--- src/rtl/image_mem_pkg.sv ---
// Shared types and widths for the processed-image memory path.
// Both the VGA fetch and CPU load/store sides use these definitions.
package image_mem_pkg;

  localparam int IMG_ADDR_W = 18;
  localparam int IMG_DATA_W = 8;

  typedef logic [IMG_ADDR_W-1:0] img_addr_t;

  // Which requester is waiting for data on the memory port this cycle
  typedef enum logic [1:0] {
    IDLE     = 2'd0,
    VGA_PEND = 2'd1,
    CPU_PEND = 2'd2
  } owner_t;

endpackage

--- src/rtl/image_mem_arbiter_sat_counter.sv ---
// Saturating up-counter with a synchronous clear.
// The clear has priority over the increment.
module sat_counter #(
  parameter int               WIDTH = 8,
  parameter logic [WIDTH-1:0] MAX   = {WIDTH{1'b1}}
) (
  input  logic             clk,
  input  logic             reset,
  input  logic             clr,
  input  logic             inc,
  output logic [WIDTH-1:0] count
);

  always_ff @(posedge clk or negedge reset) begin
    if (!reset) begin
      count <= '0;
    end else if (clr) begin
      count <= '0;
    end else if (inc && (count != MAX)) begin
      count <= count + 1'b1;
    end
  end

endmodule

--- src/rtl/image_mem_arbiter.sv ---
// Arbiter for the single-port image memory shared by VGA pixel fetch and CPU.
// VGA wins by default; a starvation timer forces a CPU slot after MAX_WAIT cycles.
//
// state    | meaning
// ---------+------------------------------------------------------
// IDLE     | no read outstanding on the memory port
// VGA_PEND | VGA read issued last cycle, mem_rdata goes to VGA
// CPU_PEND | CPU read issued last cycle, mem_rdata goes to CPU
module image_mem_arbiter
  import image_mem_pkg::*;
#(
  parameter int ADDR_W   = IMG_ADDR_W,
  parameter int DATA_W   = IMG_DATA_W,
  parameter int MAX_WAIT = 16,
  parameter int CNT_W    = 16
) (
  input  logic              clk,
  input  logic              reset,
  input  logic              vga_enb,
  input  logic              vga_req,
  input  logic [ADDR_W-1:0] vga_addr,
  output logic              vga_rvalid,
  output logic [DATA_W-1:0] vga_rdata,
  output logic              vga_miss,
  input  logic              cpu_req,
  input  logic              cpu_we,
  input  logic [ADDR_W-1:0] cpu_addr,
  input  logic [DATA_W-1:0] cpu_wdata,
  output logic              cpu_ack,
  output logic              cpu_rvalid,
  output logic [DATA_W-1:0] cpu_rdata,
  output logic [ADDR_W-1:0] mem_addr,
  output logic              mem_we,
  output logic [DATA_W-1:0] mem_wdata,
  input  logic [DATA_W-1:0] mem_rdata,
  input  logic              miss_clr,
  output logic [CNT_W-1:0]  miss_count
);

  localparam int               WAIT_W   = $clog2(MAX_WAIT + 1);
  localparam logic [WAIT_W-1:0] WAIT_MAX = WAIT_W'(MAX_WAIT);

  owner_t              owner_q, owner_d;
  logic [WAIT_W-1:0]   wait_cnt;
  logic [ADDR_W-1:0]   addr_q;
  logic [DATA_W-1:0]   wdata_q;
  logic                miss_q;
  logic                v, ovr, grant_vga, grant_cpu, miss_now;

  always_ff @(posedge clk or negedge reset) begin
    if (!reset) begin
      owner_q <= IDLE;
      addr_q  <= '0;
      wdata_q <= '0;
      miss_q  <= 1'b0;
    end else begin
      owner_q <= owner_d;
      miss_q  <= miss_now;
      if (grant_vga || grant_cpu) begin
        addr_q <= mem_addr;
      end
      if (grant_cpu) begin
        wdata_q <= cpu_wdata;
      end
    end
  end

  always_comb begin
    v         = vga_req & vga_enb;
    ovr       = cpu_req & (wait_cnt >= WAIT_MAX);
    grant_vga = v & ~ovr;
    grant_cpu = cpu_req & (~v | ovr);
    miss_now  = v & ovr;
    cpu_ack   = grant_cpu;
    owner_d   = IDLE;
    // Idle cycles keep the previous address on the bus to avoid toggling
    mem_addr  = addr_q;
    mem_we    = 1'b0;
    mem_wdata = wdata_q;
    if (grant_vga) begin
      mem_addr = vga_addr;
      owner_d  = VGA_PEND;
    end else if (grant_cpu) begin
      mem_addr  = cpu_addr;
      mem_we    = cpu_we;
      mem_wdata = cpu_wdata;
      owner_d   = cpu_we ? IDLE : CPU_PEND;
    end
  end

  always_comb begin
    vga_rvalid = (owner_q == VGA_PEND);
    cpu_rvalid = (owner_q == CPU_PEND);
    vga_miss   = miss_q;
    vga_rdata  = vga_rvalid ? mem_rdata : '0;
    cpu_rdata  = cpu_rvalid ? mem_rdata : '0;
  end

  sat_counter #(
    .WIDTH (WAIT_W),
    .MAX   (WAIT_MAX)
  ) u_wait_cnt (
    .clk   (clk),
    .reset (reset),
    .clr   (cpu_ack | ~cpu_req),
    .inc   (cpu_req),
    .count (wait_cnt)
  );

  sat_counter #(
    .WIDTH (CNT_W)
  ) u_miss_cnt (
    .clk   (clk),
    .reset (reset),
    .clr   (miss_clr),
    .inc   (miss_now),
    .count (miss_count)
  );

endmodule
--- config.mk ---
export PLATFORM = sky130hd
export DESIGN_NAME = image_mem_arbiter
export DESIGN_NICKNAME = d
export VERILOG_FILES = /design/src/rtl/image_mem_pkg.sv /design/src/rtl/image_mem_arbiter_sat_counter.sv /design/src/rtl/image_mem_arbiter.sv
export SDC_FILE = /design/constraint.sdc
export NUM_CORES = 1
export LEC_CHECK = 0
export CAP_MARGIN = 20
export CORE_MARGIN = 3
export CORE_UTILIZATION = 47
export DETAILED_ROUTE_END_ITERATION = 7
export GPL_ROUTABILITY_DRIVEN = 0
export PLACE_DENSITY = 0.87
export RECOVER_POWER = 100
export SLEW_MARGIN = 30
export SYNTH_ARGS = -nofsm -noshare
export SYNTH_HDL_FRONTEND = slang
export SYNTH_HIERARCHICAL = 1
export SYNTH_SLANG_ARGS = --single-unit
export TNS_END_PERCENT = 1
--- constraint.sdc ---
create_clock -name clk -period 6.5 [get_ports clk]
set_input_delay 1.3 -clock clk [delete_from_list [all_inputs] [get_ports clk]]
set_output_delay 1.3 -clock clk [all_outputs]
set_load 0.02 [all_outputs]
==> impl_metrics.ini, run 1 <==
[outcome]
status = complete, but fails checks
violated_checks = capacitance limit, slew limit

[cells_and_area]
mostFrequentLayoutCell = sky130_fd_sc_hd__dlygate4sd3_1
final_cell_mix = sky130_fd_sc_hd__dlygate4sd3_1, sky130_fd_sc_hd__clkdlybuf4s50_1, sky130_fd_sc_hd__dfrtp_1, sky130_fd_sc_hd__a221o_1, sky130_fd_sc_hd__a21oi_1
layout.nets = 460
post-route-cell-area_um2 = 4220
area_added_between_synthesis_and_finish_pct = 42.9
post_layout_nonfiller_instances = 474
fillers = 460
fin_util_pct = 70.4
antenna_diode_count = 0
drive_gt1_share_pct = 9.27

[critical_path]
startpoint = cpu_req
r2r-end = u_miss_cnt/count[3]
cp.arrival_ns = 4.02
launch_point_of_the_worst_reg_to_reg_path = u_wait_cnt/count[4]
critical_path.endpoint = mem_addr[12]
reg2reg_slack_ns = 3.72
path_class = in -> out
timing.critical_path.from_type = input pin
worst-r2r-cell-count = 5
worstPathRequired_ns = 5.20
worst-path-max-fanout = 19
critPathCaptureType = output port

[clock_tree]
worstSkewPairLatency_ns = 0.29
cts-resized-gates = 0
cts_buffers = 5
tritoncts = built
cts_hold_buf = 0
max-clock-path-buffers = 2
cts.sinks = 50
number_of_setup_buffers_added_after_cts = 0
ctsRootBufferMaster = sky130_fd_sc_hd__clkbuf_8
cts-htree-levels = 2
clk_pin_slew_ns = 0.08

[global_route]
overall_routing_resource_usage_pct = 21.4
gr_ovfl_total = 0
grt_antenna_before_repair = 0
grt_max_degree = 51
grt_pass1_wl_mm = 12.7
first_global_vias = 2586

[route]
wl_per_cell_um = 16.9
first_iter_violations = 170
drt.antenna.violating_nets = 0
wl_mm = 8.00
routed_via_density = 5.88
drc = 0
drt-pass1-iter-count = 4
vias = 2788

[placement]
io_buffer_count = 121
pre_cts_slack_ns = 1.51
dpl.cell_count = 466
placedInstanceArea_um2 = 4140
dp.final_hpwl_mm = 5.87

[power]
power.share.clock_pct = 25.8
swShare_pct = 27.9
vdd.ir_drop.worst_mv = 0.112
power_report.internal_total_uw = 517
share_seq_of_total_power_pct = 47.7
leakagePower_nw = 1.83
power.density_cell_area_nw_per_um2 = 170
design_power_total_uw = 717
p_switching_uw = 200
p_comb_share_pct = 26.6

[timing]
timing.hold.ws_ns = 0.505
timing.setup.tns_ns = 0
skew_ns = 0.00396
timing_worst_slew_pin_value_ns = 2.71
fin_crit_sh_pct = 81.9
finalWorstSetupSlack_ns = 1.18
slew_headroom_pct = -81.0
report.final.hold_viol_count = 0
final.min_clock_period_ns = 5.32
fmax_ghz = 0.188
final-max-slew-violation-count = 51
setup_viol = 0
rsz_0062_raised_after_global_routing = false

[floorplan]
initial_core_util_pct = 49.2
chipHeight_um = 85.2
die_w_um = 85.2
floorplan.die_area_um2 = 7260
row_count = 28
floorplan.core_area_um2 = 5990
num_io_pins = 122

[logic_synthesis]
dominantRegCellSynth = sky130_fd_sc_hd__dfrtp_1
synthDominantAreaCellType = sky130_fd_sc_hd__dfrtp_1
synth.top_cell.area_share_pct = 42.4
synth.top_cells.by_area = sky130_fd_sc_hd__dfrtp_1, sky130_fd_sc_hd__a221o_1, sky130_fd_sc_hd__mux2_2, sky130_fd_sc_hd__a21oi_1, sky130_fd_sc_hd__and2_1
syn_area_um2 = 2950
yosys.area_share.xor_xnor_pct = 0.594
distinct_cells_synth = 43
synthMuxAreaShare_pct = 8.48
synthesis.nets = 350
netlist_instances = 288
synth-seq-area-share_pct = 42.4
synth-compound-area-share_pct = 21.7
synth_edf_count = 0
yosys.area_share.adder_pct = 1.27
syn_avg_cell_area_um2 = 10.2
synth-seq-cells = 50
largest_family_of_logic_cells_by_synthesized_area = compound AO/OA/AOI/OAI gates
yosysWarningCount = 6
async_reset_ff_share_pct = 100
synth_simple_gate_area_share_pct = 19.7

[hold_path]
hp_class = reg -> reg
hold_path_startpoint = wdata_q[2]

[run]
max_cap_viol_count = 1
-- power by group through the flow --
stage               clock (mW)  sequential (mW)  combinational, mW
finish                   0.185            0.342              0.190
global route             0.205            0.344              0.204
CTS                      0.189            0.341              0.203
detailed placement           0            0.347              0.202
global placement             0            0.346              0.199
floorplan                    0            0.344              0.105
-- cells in the mapped netlist (5+ instances only) --
| master | number |
|---|---|
| sky130_fd_sc_hd__buf_6 | 5 |
| sky130_fd_sc_hd__nand2_1 | 28 |
| sky130_fd_sc_hd__nor2b_1 | 6 |
| sky130_fd_sc_hd__nand4_1 | 8 |
| sky130_fd_sc_hd__dfrtp_1 | 50 |
| sky130_fd_sc_hd__buf_4 | 7 |
| sky130_fd_sc_hd__inv_1 | 7 |
| sky130_fd_sc_hd__mux2_2 | 16 |
| sky130_fd_sc_hd__a21oi_1 | 30 |
| sky130_fd_sc_hd__a221o_1 | 36 |
| sky130_fd_sc_hd__clkbuf_1 | 6 |
| sky130_fd_sc_hd__or4_1 | 5 |
| sky130_fd_sc_hd__and2_1 | 17 |
| sky130_fd_sc_hd__o31ai_1 | 7 |
| sky130_fd_sc_hd__nor2_1 | 11 |
-- worst min-delay path by stage --
stage | to | slack, ns | cells after the start
floorplan | wdata_q[0] | 0.47 | 1
global placement | wdata_q[0] | 0.48 | 1
detailed placement | wdata_q[2] | 0.49 | 1
CTS | wdata_q[2] | 0.51 | 1
global route | wdata_q[0] | 0.53 | 1
finish | wdata_q[2] | 0.50 | 1
-- area by class of cell --
cell class / instances / area, um2 / area share (%)
flip-flops and latches: 50 / 1250 / 29.7
clock inverters: 1 / 5.00 / 0.119
multi-input cells: 210 / 1520 / 36.0
well taps: 75 / 93.8 / 2.23
inverters: 7 / 26.3 / 0.623
clock buffers: 7 / 86.3 / 2.05
repair buffers: 124 / 1240 / 29.3
-- registers in the layout, summed over array words and instances, names as in the netlist --
register	cells
addr_q	18
u_miss_cnt/count	16
wdata_q	8
u_wait_cnt/count	5
owner_q	2
vga_miss	1
-- metal layers --
metal / part of all wire, % / wire length [um] / global-route usage [%] / vias to the layer above
met5: 0 / 0 / 0 / -
met4: 1.1 / 86 / 5.76 / 0
met3: 4.3 / 342 / 2.52 / 9
met2: 52 / 4140 / 36.6 / 93
met1: 43 / 3420 / 28.9 / 1366
li1: - / - / - / 1320
-- cells by family (layout without fill, tap and decap cells) --
group | count (synthesis) | after routing
AO/OA/AOI/OAI | 82 | 82
XOR/XNOR | 2 | 2
adder cells (fa/ha/maj) | 3 | 3
buffers and inverters | 28 | 139
flip-flops | 50 | 50
multiplexers | 22 | 22
AND/OR/NAND/NOR | 101 | 101
-- critical path, cell delays in order --
cell	delay, ns
sky130_fd_sc_hd__dlygate4sd3_1	0.91
sky130_fd_sc_hd__nand2_1	0.59
sky130_fd_sc_hd__a21oi_1	0.38
sky130_fd_sc_hd__a221o_1	0.16
sky130_fd_sc_hd__dlygate4sd3_1	0.67
(Power assumes the default switching activity.)
==> inputs of run 2 (changes only) <==
CORE_UTILIZATION = 43   (was 47)
PLACE_DENSITY = 0.8   (was 0.87)
clock period = 5.35 ns   (was 6.5 ns; I/O delays follow)
==> impl_metrics.ini, run 2 (synthesis gave the netlist of run 1 again) <==
[placement]
dp.final_hpwl_mm = 5.91
dpl.cell_count = 469
io_buffer_count = 121
placedInstanceArea_um2 = 4140

[timing]
report.final.hold_viol_count = 0
slew_headroom_pct = -76.2
final.min_clock_period_ns = 4.77
final-max-slew-violation-count = 51
fmax_ghz = 0.210
timing.setup.tns_ns = 0
fin_crit_sh_pct = 89.2
rsz_0062_raised_after_global_routing = false
skew_ns = 0.00930
setup_viol = 0
timing_worst_slew_pin_value_ns = 2.64

[clock_tree]
cts-resized-gates = 0
cts_buffers = 5
max-clock-path-buffers = 2
worstSkewPairLatency_ns = 0.30
clk_pin_slew_ns = 0.09
cts-htree-levels = 2
number_of_setup_buffers_added_after_cts = 0
cts_hold_buf = 0
ctsRootBufferMaster = sky130_fd_sc_hd__clkbuf_8
cts.sinks = 50
tritoncts = built

[cells_and_area]
area_added_between_synthesis_and_finish_pct = 42.8
post-route-cell-area_um2 = 4210
antenna_diode_count = 0
fin_util_pct = 64.9
fillers = 546
seq_area_um2 = 1250
post_layout_nonfiller_instances = 477
final_cell_mix = sky130_fd_sc_hd__dlygate4sd3_1, sky130_fd_sc_hd__clkdlybuf4s50_1, sky130_fd_sc_hd__dfrtp_1, sky130_fd_sc_hd__a221o_1, sky130_fd_sc_hd__a21oi_1
largest_reg_flops = 18
layout.nets = 461
largest-register = addr_q
drive_gt1_share_pct = 9.50
multiInputGateArea_um2 = 1520
mostFrequentLayoutCell = sky130_fd_sc_hd__dlygate4sd3_1
reg.largest.list = addr_q (18), u_miss_cnt/count (16), wdata_q (8)

[route]
drt-pass1-iter-count = 4
wl_mm = 7.90
routed_via_density = 5.76
drt.antenna.violating_nets = 0
wl_per_cell_um = 16.6
vias = 2748
drc = 0
first_iter_violations = 128

[global_route]
gr_ovfl_total = 0
grt_pass1_wl_mm = 12.4
first_global_vias = 2622
overall_routing_resource_usage_pct = 19.7
grt_max_degree = 51
grt_antenna_before_repair = 0

[power]
power.density_cell_area_nw_per_um2 = 206
vdd.ir_drop.worst_mv = 0.119
leakagePower_nw = 1.84

[hold_path]
hold-path-endpoint = wdata_q[6]
hold_path_startpoint = wdata_q[6]
hp_class = reg -> reg
worst_hold_path.num_cells = 1

[outcome]
violated_checks = capacitance limit, slew limit
status = complete, but fails checks

[floorplan]
die_w_um = 88.8
initial_core_util_pct = 45.4
row_count = 29
chipHeight_um = 88.8
floorplan.die_area_um2 = 7890
num_io_pins = 122
floorplan.core_area_um2 = 6490

[critical_path]
critical_path.slowest_cell = sky130_fd_sc_hd__nor2_4
path_class = in -> out
reg2reg_slack_ns = 2.65
worst-r2r-cell-count = 5
cpMostUsedCell = sky130_fd_sc_hd__dlygate4sd3_1
worst-path-max-fanout = 36
cp_slowest_stage_delay_ns = 0.71
launch_point_of_the_worst_reg_to_reg_path = u_wait_cnt/count[4]
worstPathRequired_ns = 4.28
critical_path.cell_chain = dlygate4sd3_1, and2_1, nor2_4, a221o_1, dlygate4sd3_1
timing.critical_path.from_type = input pin
cp.arrival_ns = 3.70
critPathCaptureType = output port
r2r-end = u_miss_cnt/count[3]

[run]
max_cap_viol_count = 1
[run 2: changes by cell type in the layout (fill, tap and decap cells not counted), sizes merged]
cell           change
clkdlybuf4s50      -1
buf                +1
dlygate4sd3        +1
[run 2: critical path, delay by kind of cell]
family / cells / cell delay, ns
compound gates: 1 / 0.28
buf+inv: 2 / 1.22
simple gates: 2 / 1.11
[run 2: worst max-delay path by stage]
| stage | start | end | depth (start not counted) |
|---|---|---|---|
| after floorplan | cpu_req | mem_addr[10] | 5 |
| after global placement | vga_req | mem_addr[6] | 5 |
| after detailed placement | vga_req | mem_addr[12] | 5 |
| after CTS | vga_req | mem_addr[12] | 5 |
| after global routing | vga_req | mem_addr[6] | 5 |
| final | vga_req | mem_addr[6] | 5 |
[run 2: metrics by stage]
step	hold slack, ns	power [mW]	worst slack, ns
floorplan	0.474	0.545	2.30
global placement	0.481	0.662	0.870
detailed placement	0.491	0.667	0.822
CTS	0.512	0.893	0.815
global route	0.521	0.915	0.422
finish	0.511	0.869	0.579
[run 2: where the power goes]
part / leakage, nW / internal [mW] / switching [mW]
logic: 1.14 / 0.121 / 0.108
clock network: 0.0482 / 0.105 / 0.119
registers: 0.647 / 0.402 / 0.0144
[run 2: metal layers]
metal  vias to the layer above  global-route usage [%]  part of all wire, %
li1                       1311                       -                    -
met1                      1340                    24.4                   41
met2                        85                    35.4                   53
met3                        12                    2.61                  5.4
met4                         0                    6.04                  1.4
met5                         -                       0                    0
[run 2: layout make-up]
| cell class | instances | area share, % |
|---|---|---|
| multi-input combinational | 210 | 36.0 |
| sequential | 50 | 29.7 |
| timing repair buffer | 125 | 29.2 |
| tap | 77 | 2.29 |
| clock buffer | 7 | 2.05 |
| inverter | 7 | 0.624 |
| clock inverter | 1 | 0.119 |
==> edit: new RTL, settings of run 1 <==
Put a register stage on the output `miss_count`, cleared by the reset. The value now appears one clock later. The other outputs are not delayed to match.
--- a/src/rtl/image_mem_arbiter.sv
+++ b/src/rtl/image_mem_arbiter.sv
@@ -41,2 +41,4 @@
   localparam logic [WAIT_W-1:0] WAIT_MAX = WAIT_W'(MAX_WAIT);
+
+  logic [CNT_W-1:0] miss_count_d;
 
@@ -116,5 +118,13 @@
     .inc   (miss_now),
-    .count (miss_count)
+    .count (miss_count_d)
   );
 
+  always_ff @(posedge clk or negedge reset) begin
+    if (!reset) begin
+      miss_count <= '0;
+    end else begin
+      miss_count <= miss_count_d;
+    end
+  end
+
 endmodule
Function: same outputs for any inputs over 10 cycles, from zero or initial values and one cycle with reset low; that may be too few to reach the edited logic, so the function may still have changed.
==> edit against run 1 <==
The run still ends with capacitance limit, slew limit left; hold slack lost 74 ps; sequential cell count grew 16; global-route usage is essentially flat; synthesized area grew 14%; critical path depth grew 1; synthesized cell count grew 5.6%; final area grew 12%; setup slack lost 350 ps; power grew 36%; routed wire length grew 7.0%; critical endpoint is now mem_addr[7]; largest cell class is now sequential cells.
==> edit: results <==
set metrics [dict create \
    ys_seq_area_share_pct 49.29 \
    arrival_ps 4370 \
    grt_pass1_wl_um 14170 \
    drive_gt1_share_pct 10.64 \
    fin_nets 480 \
    grt_pass1_vias 2846 \
    run_status "finished with violations" \
    gr-usage-all-layers_pct 21.47 \
    dr_total_vias 2940 \
    syn-num-nets 366 \
    crit_fanout 37 \
    p_sw_uw 258.6 \
    htreeDepth 3 \
    vdd_drop_max_mv 0.1470 \
    maxSlewViolCount 105 \
    grt_max_degree 67 \
    cap_violations 2 \
    dp_hpwl_um 6107 \
    yosys-top-cells-count "66 x dfrtp_1, 36 x a221o_1, 30 x a21oi_1" \
    synth.avg_cell_area_um2 11.02 \
    fin_hold_ws_ps 430.2 \
    reg_top3 "addr_q: 18 flops, miss_count: 16 flops, u_miss_cnt/count: 16 flops" \
    postCtsSetupBuffers 0 \
    wl_per_cell_um 16.48 \
    power.leakage_uw 0.002087 \
    hold_path.class "reg -> reg" \
    dp.cells 503 \
    slew_headroom_pct -125.5 \
    finalNonFillerCells 519 \
    dpl_cell_area_um2 4553 \
    rrSetupSlack_ps 3740 \
    violations "capacitance limit, slew limit" \
    drt_iter0_drc 177 \
]
edit: final cells by class:
| class | count | area [um^2] |
|---|---|---|
| fill | 529 | 2126 |
| tap | 96 | 120.1 |
| multi-input combinational | 210 | 1520 |
| sequential | 66 | 1652 |
| clock buffer | 10 | 137.6 |
| clock inverter | 6 | 66.31 |
| timing repair buffer | 124 | 1221 |
| inverter | 7 | 26.28 |
edit: cell families (layout without fill, tap and decap cells):
logic type | count (synthesis) | count (layout) | synth area share, %
DFF | 66 | 66 | 49.29
xor gates and xnor gates | 2 | 2 | 0.5229
adders and majority gates | 3 | 3 | 1.120
and+or+nand+nor | 101 | 101 | 17.33
muxes | 22 | 22 | 7.468
AOI/OAI and AO/OA | 82 | 82 | 19.12
buffers and inverters | 28 | 147 | 5.153
edit: power by group through the flow:
stage | clock, uW | sequential [uW] | combinational, uW
2_1_floorplan | 0 | 446 | 105
3_3_place_gp | 0 | 448 | 199
3_5_place_dp | 0 | 448 | 202
4_1_cts | 351 | 440 | 203
5_1_grt | 375 | 443 | 207
6_report | 343 | 441 | 193
edit: stage by stage:
stage                     util (%)  worst slack [ps]
after floorplan                  -              2993
after global placement       66.28              1552
after detailed placement     66.28              1504
after CTS                    69.25              1499
after global routing         69.05             677.2
final                        69.05             828.2
edit: routing by layer:
layer / routed length, um / GRT usage, % / vias up / part of all wire [%]
li1: - / - / 1376 / -
met1: 3528 / 26.04 / 1404 / 41
met2: 4254 / 36.71 / 147 / 50
met3: 665 / 6.833 / 13 / 7.8
met4: 105 / 6.122 / 0 / 1.2
met5: 0 / 0 / - / 0
edit: critical path: stages:
cell and delay [ps]:
dlygate4sd3_1 530, buf_4 230, a21oi_2 170, clkbuf_1 1130, a221o_1 330, dlygate4sd3_1 670
edit: final timing paths:
kind                                                  startpoint                         endpoint  cells past startpoint
worst max-delay path                                     cpu_req                      mem_addr[7]                      6
worst min-delay path            u_miss_cnt/count[15]$_DFFE_PN0P_         miss_count[15]$_DFF_PN0_                      0
worst max register to register   u_wait_cnt/count[4]$_DFFE_PN0P_  u_miss_cnt/count[3]$_DFFE_PN0P_                      5
worst min register to register  u_miss_cnt/count[15]$_DFFE_PN0P_         miss_count[15]$_DFF_PN0_                      0
max in group asynchronous                                  reset            addr_q[7]$_DFFE_PN0P_                      2
min in group asynchronous                                  reset  u_miss_cnt/count[0]$_DFFE_PN0P_                      2
